===== src/rtl/retire_trace_pkg.sv =====
// Shared types for the retirement trace transmitter: record layout, format
// encoding and the opcodes that drive format decode.
package retire_trace_pkg;

    localparam int unsigned SEQ_W = 16;

    localparam logic [5:0] OP_RTYPE = 6'h00;
    localparam logic [5:0] OP_J     = 6'h02;
    localparam logic [5:0] OP_JAL   = 6'h03;

    typedef enum logic [1:0] {
        FMT_R = 2'd0,
        FMT_I = 2'd1,
        FMT_J = 2'd2
    } instr_fmt_e;

    typedef struct packed {
        logic [SEQ_W-1:0] seq;
        logic [31:0]      pc;
        logic [31:0]      instr;
        logic             wen;
        logic [4:0]       rd;
        logic [31:0]      wdata;
        instr_fmt_e       fmt;
    } trace_rec_t;

    localparam int unsigned REC_W = $bits(trace_rec_t);

    function automatic instr_fmt_e decode_fmt(input logic [31:0] instr);
        instr_fmt_e fmt;
        case (instr[31:26])
            OP_RTYPE:     fmt = FMT_R;
            OP_J, OP_JAL: fmt = FMT_J;
            default:      fmt = FMT_I;
        endcase
        return fmt;
    endfunction

endpackage


===== src/rtl/retire_trace_tx_fifo.sv =====
// Show-ahead synchronous FIFO: the head entry is always on o_rdata (zero when
// empty). Pointers carry an extra wrap bit so full and empty are distinguishable.
module sync_fifo #(
    parameter int unsigned WIDTH = 8,
    parameter int unsigned DEPTH = 8
) (
    input  logic                     clk,
    input  logic                     reset_n,
    input  logic                     i_push,
    input  logic [WIDTH-1:0]         i_wdata,
    input  logic                     i_pop,
    output logic [WIDTH-1:0]         o_rdata,
    output logic                     o_empty,
    output logic                     o_full,
    output logic [$clog2(DEPTH):0]   o_count
);

    localparam int unsigned AW = $clog2(DEPTH);

    logic [WIDTH-1:0] r_mem [DEPTH];
    logic [AW:0]      r_wr_ptr;
    logic [AW:0]      r_rd_ptr;
    logic             w_do_push;
    logic             w_do_pop;

    assign o_empty   = (r_wr_ptr == r_rd_ptr);
    assign o_full    = (r_wr_ptr[AW] != r_rd_ptr[AW]) &&
                       (r_wr_ptr[AW-1:0] == r_rd_ptr[AW-1:0]);
    assign o_count   = r_wr_ptr - r_rd_ptr;

    // A push into a full FIFO is legal only when the head leaves in the same cycle.
    assign w_do_pop  = i_pop && !o_empty;
    assign w_do_push = i_push && (!o_full || w_do_pop);

    always_ff @(posedge clk or negedge reset_n) begin
        if (!reset_n) begin
            r_wr_ptr <= '0;
            r_rd_ptr <= '0;
        end else begin
            if (w_do_push) r_wr_ptr <= r_wr_ptr + 1'b1;
            if (w_do_pop)  r_rd_ptr <= r_rd_ptr + 1'b1;
        end
    end

    always_ff @(posedge clk) begin
        if (w_do_push) r_mem[r_wr_ptr[AW-1:0]] <= i_wdata;
    end

    assign o_rdata = o_empty ? '0 : r_mem[r_rd_ptr[AW-1:0]];

endmodule


===== src/rtl/retire_trace_tx.sv =====
// Retirement trace transmitter: captures one record per retired instruction,
// numbers it, queues it and streams it out with drop accounting and back-pressure.
module retire_trace_tx
    import retire_trace_pkg::*;
#(
    parameter int unsigned DEPTH       = 8,
    parameter bit          FILTER_NOP  = 1'b1,
    parameter int unsigned STALL_SLACK = 2
) (
    input  logic        clk,
    input  logic        reset_n,
    input  logic        wb_retire,
    input  logic [31:0] wb_pc,
    input  logic [31:0] wb_instr,
    input  logic        wb_reg_write,
    input  logic [4:0]  wb_dest,
    input  logic [31:0] wb_data,
    output logic        tr_valid,
    input  logic        tr_ready,
    output logic [15:0] tr_seq,
    output logic [31:0] tr_pc,
    output logic [31:0] tr_instr,
    output logic [31:0] tr_wdata,
    output logic        tr_wen,
    output logic [4:0]  tr_rd,
    output logic [1:0]  tr_type,
    output logic        stall_req,
    output logic        overflow,
    output logic [15:0] drop_cnt,
    input  logic        clr_overflow
);

    localparam int unsigned AW       = $clog2(DEPTH);
    localparam int unsigned CW       = AW + 1;
    localparam int unsigned STALL_TH = DEPTH - STALL_SLACK;

    logic [SEQ_W-1:0] r_seq_ctr;
    logic             r_overflow;
    logic [15:0]      r_drop_cnt;
    logic             r_stall_req;

    trace_rec_t       w_cap_rec;
    trace_rec_t       w_head_rec;
    logic             w_capture;
    logic             w_pop;
    logic             w_push;
    logic             w_drop;
    logic             w_empty;
    logic             w_full;
    logic [CW-1:0]    w_count;
    logic [CW-1:0]    w_count_next;

    assign w_capture = wb_retire && !(FILTER_NOP && (wb_instr == 32'd0));
    assign w_pop     = !w_empty && tr_ready;
    assign w_push    = w_capture && (!w_full || w_pop);
    assign w_drop    = w_capture && !w_push;

    always_comb begin
        w_cap_rec       = '0;
        w_cap_rec.seq   = r_seq_ctr;
        w_cap_rec.pc    = wb_pc;
        w_cap_rec.instr = wb_instr;
        w_cap_rec.wen   = wb_reg_write;
        w_cap_rec.rd    = wb_reg_write ? wb_dest : 5'd0;
        w_cap_rec.wdata = wb_data;
        w_cap_rec.fmt   = decode_fmt(wb_instr);
    end

    sync_fifo #(
        .WIDTH (REC_W),
        .DEPTH (DEPTH)
    ) u_fifo (
        .clk     (clk),
        .reset_n (reset_n),
        .i_push  (w_push),
        .i_wdata (w_cap_rec),
        .i_pop   (w_pop),
        .o_rdata (w_head_rec),
        .o_empty (w_empty),
        .o_full  (w_full),
        .o_count (w_count)
    );

    assign w_count_next = w_count + CW'(w_push) - CW'(w_pop);

    // Dropped captures still consume a sequence number so the consumer sees the gap.
    always_ff @(posedge clk or negedge reset_n) begin
        if (!reset_n) begin
            r_seq_ctr <= '0;
        end else if (w_capture) begin
            r_seq_ctr <= r_seq_ctr + 1'b1;
        end
    end

    // A drop in the same cycle as a clear wins and restarts the count at one.
    always_ff @(posedge clk or negedge reset_n) begin
        if (!reset_n) begin
            r_overflow <= 1'b0;
            r_drop_cnt <= '0;
        end else if (w_drop) begin
            r_overflow <= 1'b1;
            if (clr_overflow)
                r_drop_cnt <= 16'd1;
            else if (r_drop_cnt != 16'hFFFF)
                r_drop_cnt <= r_drop_cnt + 16'd1;
        end else if (clr_overflow) begin
            r_overflow <= 1'b0;
            r_drop_cnt <= '0;
        end
    end

    always_ff @(posedge clk or negedge reset_n) begin
        if (!reset_n) begin
            r_stall_req <= 1'b0;
        end else begin
            r_stall_req <= (STALL_SLACK != 0) && (32'(w_count_next) >= STALL_TH);
        end
    end

    assign tr_valid  = !w_empty;
    assign tr_seq    = w_head_rec.seq;
    assign tr_pc     = w_head_rec.pc;
    assign tr_instr  = w_head_rec.instr;
    assign tr_wen    = w_head_rec.wen;
    assign tr_rd     = w_head_rec.rd;
    assign tr_wdata  = w_head_rec.wdata;
    assign tr_type   = w_head_rec.fmt;
    assign stall_req = r_stall_req;
    assign overflow  = r_overflow;
    assign drop_cnt  = r_drop_cnt;

endmodule


===== config.mk =====
export PLATFORM = sky130hd
export DESIGN_NAME = retire_trace_tx
export DESIGN_NICKNAME = d
export VERILOG_FILES = /design/src/rtl/retire_trace_pkg.sv /design/src/rtl/retire_trace_tx_fifo.sv /design/src/rtl/retire_trace_tx.sv
export SDC_FILE = /design/constraint.sdc
export NUM_CORES = 1
export LEC_CHECK = 0
export CORE_MARGIN = 3
export CORE_UTILIZATION = 55
export DETAILED_ROUTE_END_ITERATION = 12
export GPL_ROUTABILITY_DRIVEN = 0
export HOLD_SLACK_MARGIN = 0.15
export PLACE_DENSITY = 0.81
export SLEW_MARGIN = 0
export SYNTH_ARGS = -nofsm -noshare
export SYNTH_HDL_FRONTEND = slang
export SYNTH_SLANG_ARGS = --single-unit

===== constraint.sdc =====
create_clock -name clk -period 43.8 [get_ports clk]
set_input_delay 6.57 -clock clk [delete_from_list [all_inputs] [get_ports clk]]
set_output_delay 6.57 -clock clk [all_outputs]
set_load 0.005 [all_outputs]

; ---- Word level (Yosys, flattened, before mapping)
; Memories as Yosys holds them, arrays and structs flattened.
; Cells that the tools add are included.
; Widths: inputs -> output; s select.
[totals]
mem_bits_rw = 960
regBits = 42
latch_bits = 0
rom_bits = 0
out_inout_bits = 139
word_cells = 51
n_memories = 1
inputBits = 107
[classes]
mul = 0
shift = 0
reduce_logical = 19
n_mux = 11
eq_ne = 6
n_addsub = 7
div = 0
bitwise_logic = 0
order_cmp = 1
[memory_table]
columns = name, depth, width, read_ports, rd_ports_with_merged_regs, wr, line_no
row1 = u_fifo.r_mem, 8, 120, 1, 0, 1, retire_trace_tx_fifo.sv:20  ; logic [WIDTH-1:0] r_mem [DEPTH];
[op_table]
columns = operator, count
row1 = $mux 120, 1
row2 = $mux 16, 4
row3 = $add 16x1->16 const B, 2
row4 = $logic_not 32->1, 1
row5 = $ne 16x16->1 const B, 1
row6 = $eq 6x2->1 const B, 2
row7 = $add 4x1->4 const B, 2
row8 = $logic_and 1x1->1, 7
row9 = $logic_not 6->1, 1
row10 = $mux 5, 1
row11 = $add 4x1->4, 1
row12 = $eq 4x4->1, 1
row13 = $ge 4x3->1 const B, 1
row14 = $logic_not 1->1, 4
row15 = $mux 1, 4
row16 = $pmux 2 s2, 1
row17 = $reduce_bool 2->1, 2
row18 = $sub 4x1->4, 1
row19 = $sub 4x4->4, 1
row20 = $eq 3x3->1, 1
row21 = $logic_or 1x1->1, 2
row22 = $reduce_and 2->1, 1
row23 = $reduce_or 2->1, 1
row24 = $ne 1x1->1, 1

; ---- Logic depth before layout (Yosys ltp)
[logic_depth]
ltp_word = 9
depth_mapped = 16
ltp_nobuf = 15

; ---- Cells and area by module
; A second synthesis with hierarchy kept.
[hier_totals]
cells_unflattened = 2182
area_unflattened_um2 = 40098.5
[modules_own_cells]
columns = mod, cells_per_inst, area_each_um2, seq_area_each_um2, n_inst
row1 = sync_fifo, 1981, 38104.0, 29027.8, 1
row2 = retire_trace_tx, 201, 1994.4, 850.8, 1

; ---- Worst setup path before layout
; Ideal clock, no wire load.
[synth_timing]
path_kind = input to register
start = in wb_retire
end = mem u_fifo.r_mem[0][0] in the netlist's numbering, enable pin
arrival_ns = 18.827
setup_time_ns = 0.894
cell_stages = 5
n_path_buf = 1
slack_ns = 24.079
cell_sequence = clkbuf_1 -> inv_1 -> a21oi_1 -> nand2_1 -> nor4_1
[synth_between]
elab_chain_cells = 5
[synth_lines]
columns = item, line_no
row1 = from (decl), retire_trace_tx.sv:12  ; input logic wb_retire,
row2 = $logic_and 1x1->1, retire_trace_tx.sv:53  ; assign w_capture = wb_retire && !(FILTER_NOP && (wb_instr == 32'd0));
row3 = $logic_and 1x1->1, retire_trace_tx.sv:55  ; assign w_push = w_capture && (!w_full || w_pop);
row4 = $logic_and 1x1->1, retire_trace_tx_fifo.sv:33  ; assign w_do_push = i_push && (!o_full || w_do_pop);
row5 = $mux 1, retire_trace_tx_fifo.sv:46  ; if (w_do_push) r_mem[r_wr_ptr[AW-1:0]] <= i_wdata;
row6 = $mux 1 (implied by the code), retire_trace_tx_fifo.sv:46
row7 = to (decl), retire_trace_tx_fifo.sv:20
; No other way between the ends.

; ---- Worst setup path in the final report
[layout_timing]
start = reg u_fifo.r_rd_ptr[1]
end = out tr_seq[11]
[layout_between]
elab_chain_cells = 2
[layout_lines]
columns = item, line_no
row1 = from (decl), retire_trace_tx_fifo.sv:22  ; logic [AW:0] r_rd_ptr;
row2 = from (signal assigned), retire_trace_tx_fifo.sv:41  ; if (w_do_pop) r_rd_ptr <= r_rd_ptr + 1'b1;
row3 = $mem_v2 8x120 or $eq 4x4->1 (tied branches), n/a
row4 = $mux 120 (*), retire_trace_tx_fifo.sv:49  ; assign o_rdata = o_empty ? '0 : r_mem[r_rd_ptr[AW-1:0]];
row5 = to (decl), retire_trace_tx.sv:20  ; output logic [15:0] tr_seq,
; Every way passes the cells marked *; elsewhere a longest branch is shown, timed or not.

==> impl_results.md <==
* Final HPWL DP at 44100 µm
* Flops & latches, synth at 1002
* Setup slack at placement at 32750 ps
* Number of buffers added by the clock tree synthesis step at 97
* Row count at 96
* Number of antenna violations at the first check in global routing at 12
* Wire length per cell at 27.9 µm
* Smallest setup slack after layout at 32360 ps
* Worst supply voltage drop on vdd at approximately 0.000053 V
* TritonCTS clock tree: yes
* Clock latency reported for the late side of the worst-skew pair at 650 ps
* Number of global-route vias before repair at 20100
* Path class of the lowest-slack min-delay path: register to register
* Type of element launching the critical path: register
* Required time of the critical path at 37230 ps
* Utilization after layout at roughly 66%
* Min Clock Period, post-route at 11440 ps
* Unrepaired setup endpoints after global routing: no
* Worst stage delay on the critical path at 960 ps
* Count of nets left with antenna violations after detail routing at 0
* Kind of cell with the highest combined delay on the critical path: buffers and inverters
* Wire length of the first global-routing pass at 130000 µm
* Mapped Area at 38700 µm²
* GRT Total Usage at 23.6%
* Area growth from synthesis to final layout at 17.7%
* Final Instance Area at between 40000 and 50000 µm²
* Leading post-synthesis cells by cell area: sky130_fd_sc_hd__edfxtp_1 75%, sky130_fd_sc_hd__mux4_2 14%, sky130_fd_sc_hd__mux2i_1 3.1%
* Ports at 246
* Top cell type's share of synthesized area at 74.5%
* Net count after synthesis at 1893
* Static power due to leakage at ~15 nW
* Buffers & Inverters on Critical Path at 3
* Share of cells above drive strength 1 at 19.8%
* Final-report setup violation count at 0
* Floorplan die height at approximately 270 µm
* Yosys warnings at 0
* Crit path capture type: primary output
* DIE AREA at approximately 74000 µm²
* Clk_skew at 17.7 ps
* Average size of a mapped cell at 21.8 µm²
* Pwr per Cell Area at 70.4 nW/µm²
* Max-cap violations at 0
* Cell-by-cell listing of the critical path: buf_4 > buf_4 > mux4_2 > mux2i_1 > nor2_1 > clkdlybuf4s50_1
* Initial Utilization at 55.9%
* Number of buffers inserted for hold repair after clock tree synthesis at 0
* Synthesized instance count at approximately 1800
* Data arrival time of the critical path at 4870 ps
* Fraction of registers with async set or reset after synthesis at 4.19%
* Total area of multi-input combinational cells at around 8400 µm²
* Final critical-path share of the clock period at between 20% and 30%
* Flip-flop and latch area at 29900 µm²
* Number of flops mapped to enable cells by yosys at 960
* Proportion of synthesized chip area in sequential cells at 77.2%
* Wirelength, routed at 85700 µm
* Post-synthesis cell type with the largest combined area: sky130_fd_sc_hd__edfxtp_1
* Drt pass-1 iters at 5
* Maximum clock rate at 87.4 MHz
* Initial DRC count at approximately 2100
* WHS at about 550 ps
* Maximum fanout along the worst path at 79
* Outcome: complete, no violations
* Resized Gates After CTS at 0
* DRC viols at 0
* IO buf count at between 200 and 250
* Core area at just under 70000 µm²
* Total global routing overflow at 0
* Post-detailed-placement cell area at 42200 µm²
* Worst Setup Path Type: register to primary output
* Hold violation count in the final report at 0
* Max Transition Viols Final at 0
* Worst slew margin at about a fifth
* Standard cell with the maximum stage delay on the critical path: sky130_fd_sc_hd__buf_4
* Distinct cell type count after synthesis at 41
* Setup repair bufs after CTS at 0
* Via count at 18800
* Clock Tree Root: sky130_fd_sc_hd__clkbuf_16
* Post-Route Setup TNS at 0 ps
* Most Frequent Cell on Critical Path: sky130_fd_sc_hd__buf_4
* Total Nets Final at between 2000 and 2500
* Detail-routed via count per cell at 6.13
* Clk slew on worst S/H paths at 60 ps
* Die extent in x at 271 µm
* Largest net degree at the start of global routing at 121
* Commonest register cell after synthesis: sky130_fd_sc_hd__edfxtp_1
* Number of buffers on the longest clock path at 3
* Tightest Pin Transition at 1190 ps
* CTS H-tree lvls at 3
* Sink Count at 1002
* Fill cell count at 4302
## sequential cells by signal, summed over array words and instances (netlist names)
register	cells
u_fifo.r_mem	960
u_fifo.r_rd_ptr	4
u_fifo.r_wr_ptr	4
stall_req	1
drop_cnt	16
overflow	1
r_seq_ctr	16
## Yosys cell counts, types with 7 or more instances
library cell / instances
sky130_fd_sc_hd__buf_2: 18
sky130_fd_sc_hd__dfrtp_1: 42
sky130_fd_sc_hd__inv_1: 13
sky130_fd_sc_hd__ha_1: 7
sky130_fd_sc_hd__mux4_2: 240
sky130_fd_sc_hd__edfxtp_1: 960
sky130_fd_sc_hd__nor2_1: 129
sky130_fd_sc_hd__nand3_1: 16
sky130_fd_sc_hd__mux2i_1: 120
sky130_fd_sc_hd__and4_1: 8
sky130_fd_sc_hd__o21ai_0: 11
sky130_fd_sc_hd__xnor2_1: 33
sky130_fd_sc_hd__nand4_1: 14
sky130_fd_sc_hd__clkbuf_1: 54
sky130_fd_sc_hd__buf_1: 22
sky130_fd_sc_hd__and2_1: 8
sky130_fd_sc_hd__nor4_1: 10
sky130_fd_sc_hd__a2111oi_0: 7
sky130_fd_sc_hd__nand2_1: 14
## cell usage in the layout (no fill, tap or decap), drive strengths merged, types with 6 or more instances in the layout
cell	synthesis	layout
and2	8	8
bufinv	0	13
a2111oi	8	8
mux2i	120	120
nor3	6	6
nor4	10	10
nand2	14	14
ha	7	7
and4	8	8
edfxtp	960	960
clkbuf	54	123
clkdlybuf4s50	0	244
inv	13	16
dfrtp	42	42
diode	0	12
mux4	240	240
xnor2	33	33
nand3	16	16
nor2	129	129
nand4	15	15
buf	40	25
o21ai	11	11
clkinv	0	38
## path summary, 6_finish.rpt
check / from / end / slack, ps / cells past startpoint
min in group asynchronous: reset_n / drop_cnt[15] / 6100 / 1
worst min-delay path: u_fifo.r_wr_ptr[3] / u_fifo.r_wr_ptr[3] / 550 / 1
worst min register to register: u_fifo.r_wr_ptr[3] / u_fifo.r_wr_ptr[3] / 550 / 1
worst max-delay path: u_fifo.r_rd_ptr[1] / tr_seq[11] / 32360 / 6
max in group asynchronous: reset_n / u_fifo.r_rd_ptr[2] / 36960 / 1
worst max register to register: u_fifo.r_rd_ptr[2] / stall_req / 39150 / 15
## final cells by class
| type | instances | area share, % |
|---|---|---|
| timing repair buffer | 269 | 5.91 |
| tap | 931 | 2.56 |
| clock buffer | 123 | 5.72 |
| sequential | 1002 | 65.6 |
| clock inverter | 57 | 1.48 |
| inverter | 13 | 0.107 |
| antenna | 12 | 0.0659 |
| multi-input combinational | 667 | 18.5 |
## cell families (layout without fill, tap and decap cells)
family | after synthesis | count (layout) | share of synthesized area, %
flops | 1002 | 1002 | 77.2
simple gates | 221 | 221 | 2.66
mux | 362 | 362 | 17.1
xor+xnor | 38 | 38 | 0.860
buf+inv | 107 | 462 | 1.10
other cells | 0 | 12 | 0
compound gates | 36 | 36 | 0.647
fa+ha+maj | 10 | 10 | 0.382
## metrics by stage
| stage | std cells | total power, mW |
|---|---|---|
| 2_1_floorplan | 1776 | 1.91 |
| 3_3_place_gp | 2882 | 2.35 |
| 3_5_place_dp | 2882 | 2.37 |
| 4_1_cts | 3062 | 3.24 |
| 5_1_grt | 3066 | 3.35 |
| 6_report | 3074 | 3.21 |
## per-layer routing
| layer | global-route usage, % | vias up | routed length (µm) |
|---|---|---|---|
| li1 | - | 7899 | - |
| met3 | 5.25 | 148 | 6380 |
| met5 | 0 | - | 51 |
| met1 | 33.1 | 9942 | 34300 |
| met2 | 37.3 | 847 | 42500 |
| met4 | 8.42 | 10 | 2430 |
## power breakdown
| group | total, mW | internal, mW | switching, mW |
|---|---|---|---|
| registers | 1.29 | 1.21 | 0.0792 |
| logic | 1.06 | 0.539 | 0.523 |
| clock network | 0.852 | 0.500 | 0.351 |
| total | 3.21 | 2.25 | 0.953 |
No activity file was read; power rests on OpenSTA's default activity.
==> edit (same flow settings) <==
Make the reset (`reset_n`) synchronous in 4 clocked blocks.
--- a/src/rtl/retire_trace_tx_fifo.sv
+++ b/src/rtl/retire_trace_tx_fifo.sv
@@ -34,3 +34,3 @@
 
-    always_ff @(posedge clk or negedge reset_n) begin
+    always_ff @(posedge clk) begin
         if (!reset_n) begin
--- a/src/rtl/retire_trace_tx.sv
+++ b/src/rtl/retire_trace_tx.sv
@@ -86,3 +86,3 @@
     // Dropped captures still consume a sequence number so the consumer sees the gap.
-    always_ff @(posedge clk or negedge reset_n) begin
+    always_ff @(posedge clk) begin
         if (!reset_n) begin
@@ -95,3 +95,3 @@
     // A drop in the same cycle as a clear wins and restarts the count at one.
-    always_ff @(posedge clk or negedge reset_n) begin
+    always_ff @(posedge clk) begin
         if (!reset_n) begin
@@ -111,3 +111,3 @@
 
-    always_ff @(posedge clk or negedge reset_n) begin
+    always_ff @(posedge clk) begin
         if (!reset_n) begin
Formal check against the unedited RTL: differs if reset_n is asserted again (counterexample within 4 cycles, from zero or initial values and one cycle with reset_n low); with reset_n held inactive, the same outputs for 4 cycles.
==> edit against the unedited design <==
  * Sequential share of layout area down 0.19 points
  * Sequential cell count rose by 3
  * Wire length is 1.4% higher
  * First-iteration DRC count up 0.33%
  * Worst setup slack gained 40 ps
  * Clock skew grew 12 ps
  * Synthesized cell count is 3.5% higher
  * Die area rose by 0.64%
  * Synthesized area increased by 0.66%
  * Final area decreased by 0.21%
  * Largest cell class unchanged
Power is not compared: it rests on default switching activity, and its combinational part moved more than twofold at a synthesized area within 25%.
==> edit: results (changes against the unedited design) <==
Worst R2R Start = u_fifo.r_wr_ptr[2]
Gr usage total = 23.9% (+0.24 points)
Antenna violations before repair = 12 (unchanged)
Met2 Use GR = 38.6% (+1.3 points)
Drt initial violations = 2120 (+0.33%)
Flop2flop setup slack = 38950 ps (-200 ps)
Final clock skew = 29.4 ps (+11.7 ps)
Startpoint types = register
Sequential share of the synthesized area = 76.3% (-0.89 points)
Final antenna-violating net count = 0 (unchanged)
Routed WL = 86800 microns (+1.4%)
Syn Nets = 1956 (+3.3%)
Synth cell types = 55 (+34%)
Vias = 19500 (+3.6%)
H-tree depth = 3 (unchanged)
Vias in the first global route = 20600 (+2.7%)
DRT Pass-1 Iters = 5 (unchanged)
Root Buffer = clkbuf_16
Gate Count Post-Synth = 1838 (+3.5%)
Nets = 2226 (+2.7%)
Relative slew slack = 17.7% (-3.2 points)
Clock transition at path regs = 60 ps (about the same)
Largest net degree at the start of global routing = 187 (+55%)
Placed inst area = 42400 sq um (+0.38%)
Resized Gates After CTS = 0 (unchanged)
Commonest cells post-synth = edfxtp_1, mux4_2, nor2_1
GRT met3 Usage = 5.51% (+0.26 points)
Final Setup Violations = 0 (unchanged)
Critical path's top delay family = buffers and inverters
Synth top area cells = edfxtp_1, mux4_2, mux2i_1, dfxtp_1, nor2_1
Clock Tree Buf Depth = 3 (unchanged)
CP peak stage delay = 940 ps (-20 ps)
Status = finished, final reports clean
Hold path startpoint = drop_cnt[12]
Max reg flops = 960 (unchanged)
Pre-CTS WS = 32440 ps (-310 ps)
Async SR Flop Fraction = 0% (-4.2 points)
Fmax = 0.0877 GHz (+0.35%)
Layout cells sized above 1 = 19.5% (-0.33 points)
Crit-path max FO = 54 (-32%)
EDFF count, synth = 960 (unchanged)
Clock Latency Late Sink = 660 ps
Post-route insts no fill = 3121 (+1.5%)
Worst hold slack = 523 ps (-28.2 ps)
HP Class = reg2reg
Setup Buffers After CTS = 0 (unchanged)
Crit path arrival time = 4830 ps (-40 ps)
Residual DRC = 0 (unchanged)
Fill count = 4388 (+2.0%)
TritonCTS Buffers = 96 (-1.0%)
Cells after DPL = 2941 (+2.0%)
VDD IR-drop max = 0.0284 mV
Yosys warning count = 0 (unchanged)
GR Util met1 = 32.5% (-0.63 points)
Global-route wire length before repair = 131000 microns (+1.1%)
HPWL Detailed = 45700 microns (+3.5%)
[edit: changes by cell type after synthesis, moves of 7 or more]
cell	delta
nand2_1	+10
nand2b_1	+8
a21oi_1	+17
clkbuf_1	-9
o21ai_0	-9
or4_1	+7
mux2i_1	+11
nor2_1	+7
dfrtp_1	-42
a2111oi_0	-7
buf_1	-16
dfxtp_1	+45
xnor2_1	-24
buf_2	+26
[edit: cell type report]
class / count / area [sq um] / share of cell area, %
antenna: 7 / 17.5 / 0.0385
clock buffer: 119 / 2510 / 5.52
clock inverter: 54 / 528 / 1.16
inverter: 20 / 75.1 / 0.165
multi-input combinational: 715 / 8740 / 19.2
sequential: 1005 / 29700 / 65.4
tap: 931 / 1160 / 2.56
timing repair buffer: 270 / 2680 / 5.89
[edit: kinds of logic after synthesis]
logic type / Yosys count / share of synthesized area [%]
flip-flops: 1005 / 76.3
multiplexers: 371 / 17.2
AND/OR/NAND/NOR: 265 / 3.44
buffers and inverters: 118 / 1.34
AO/OA/AOI/OAI: 57 / 0.986
XOR/XNOR: 11 / 0.247
adder cells (fa/ha/maj): 11 / 0.411
[edit: where the power goes]
part	total (uW)	internal (uW)	switching (uW)
clock	799	451	348
combinational	309	159	150
sequential	1080	1070	12.6
[edit: worst min-delay path: stages (launching register included)]
cell and delay (ps):
dfxtp_1 350, nand2_1 70, mux2i_1 60
[edit: path summary, 6_finish.rpt]
kind | end | depth (start not counted)
worst max-delay path | tr_wdata[31] | 6
worst min-delay path | drop_cnt[12] | 2
worst max register to register | u_fifo.r_mem[6][45] | 8
worst min register to register | drop_cnt[12] | 2
[edit: per-layer routing]
layer	vias to the layer above	routed length, microns
li1	8111	-
met1	10200	33800
met2	1027	43400
met5	-	76
met3	154	7360
met4	10	2230
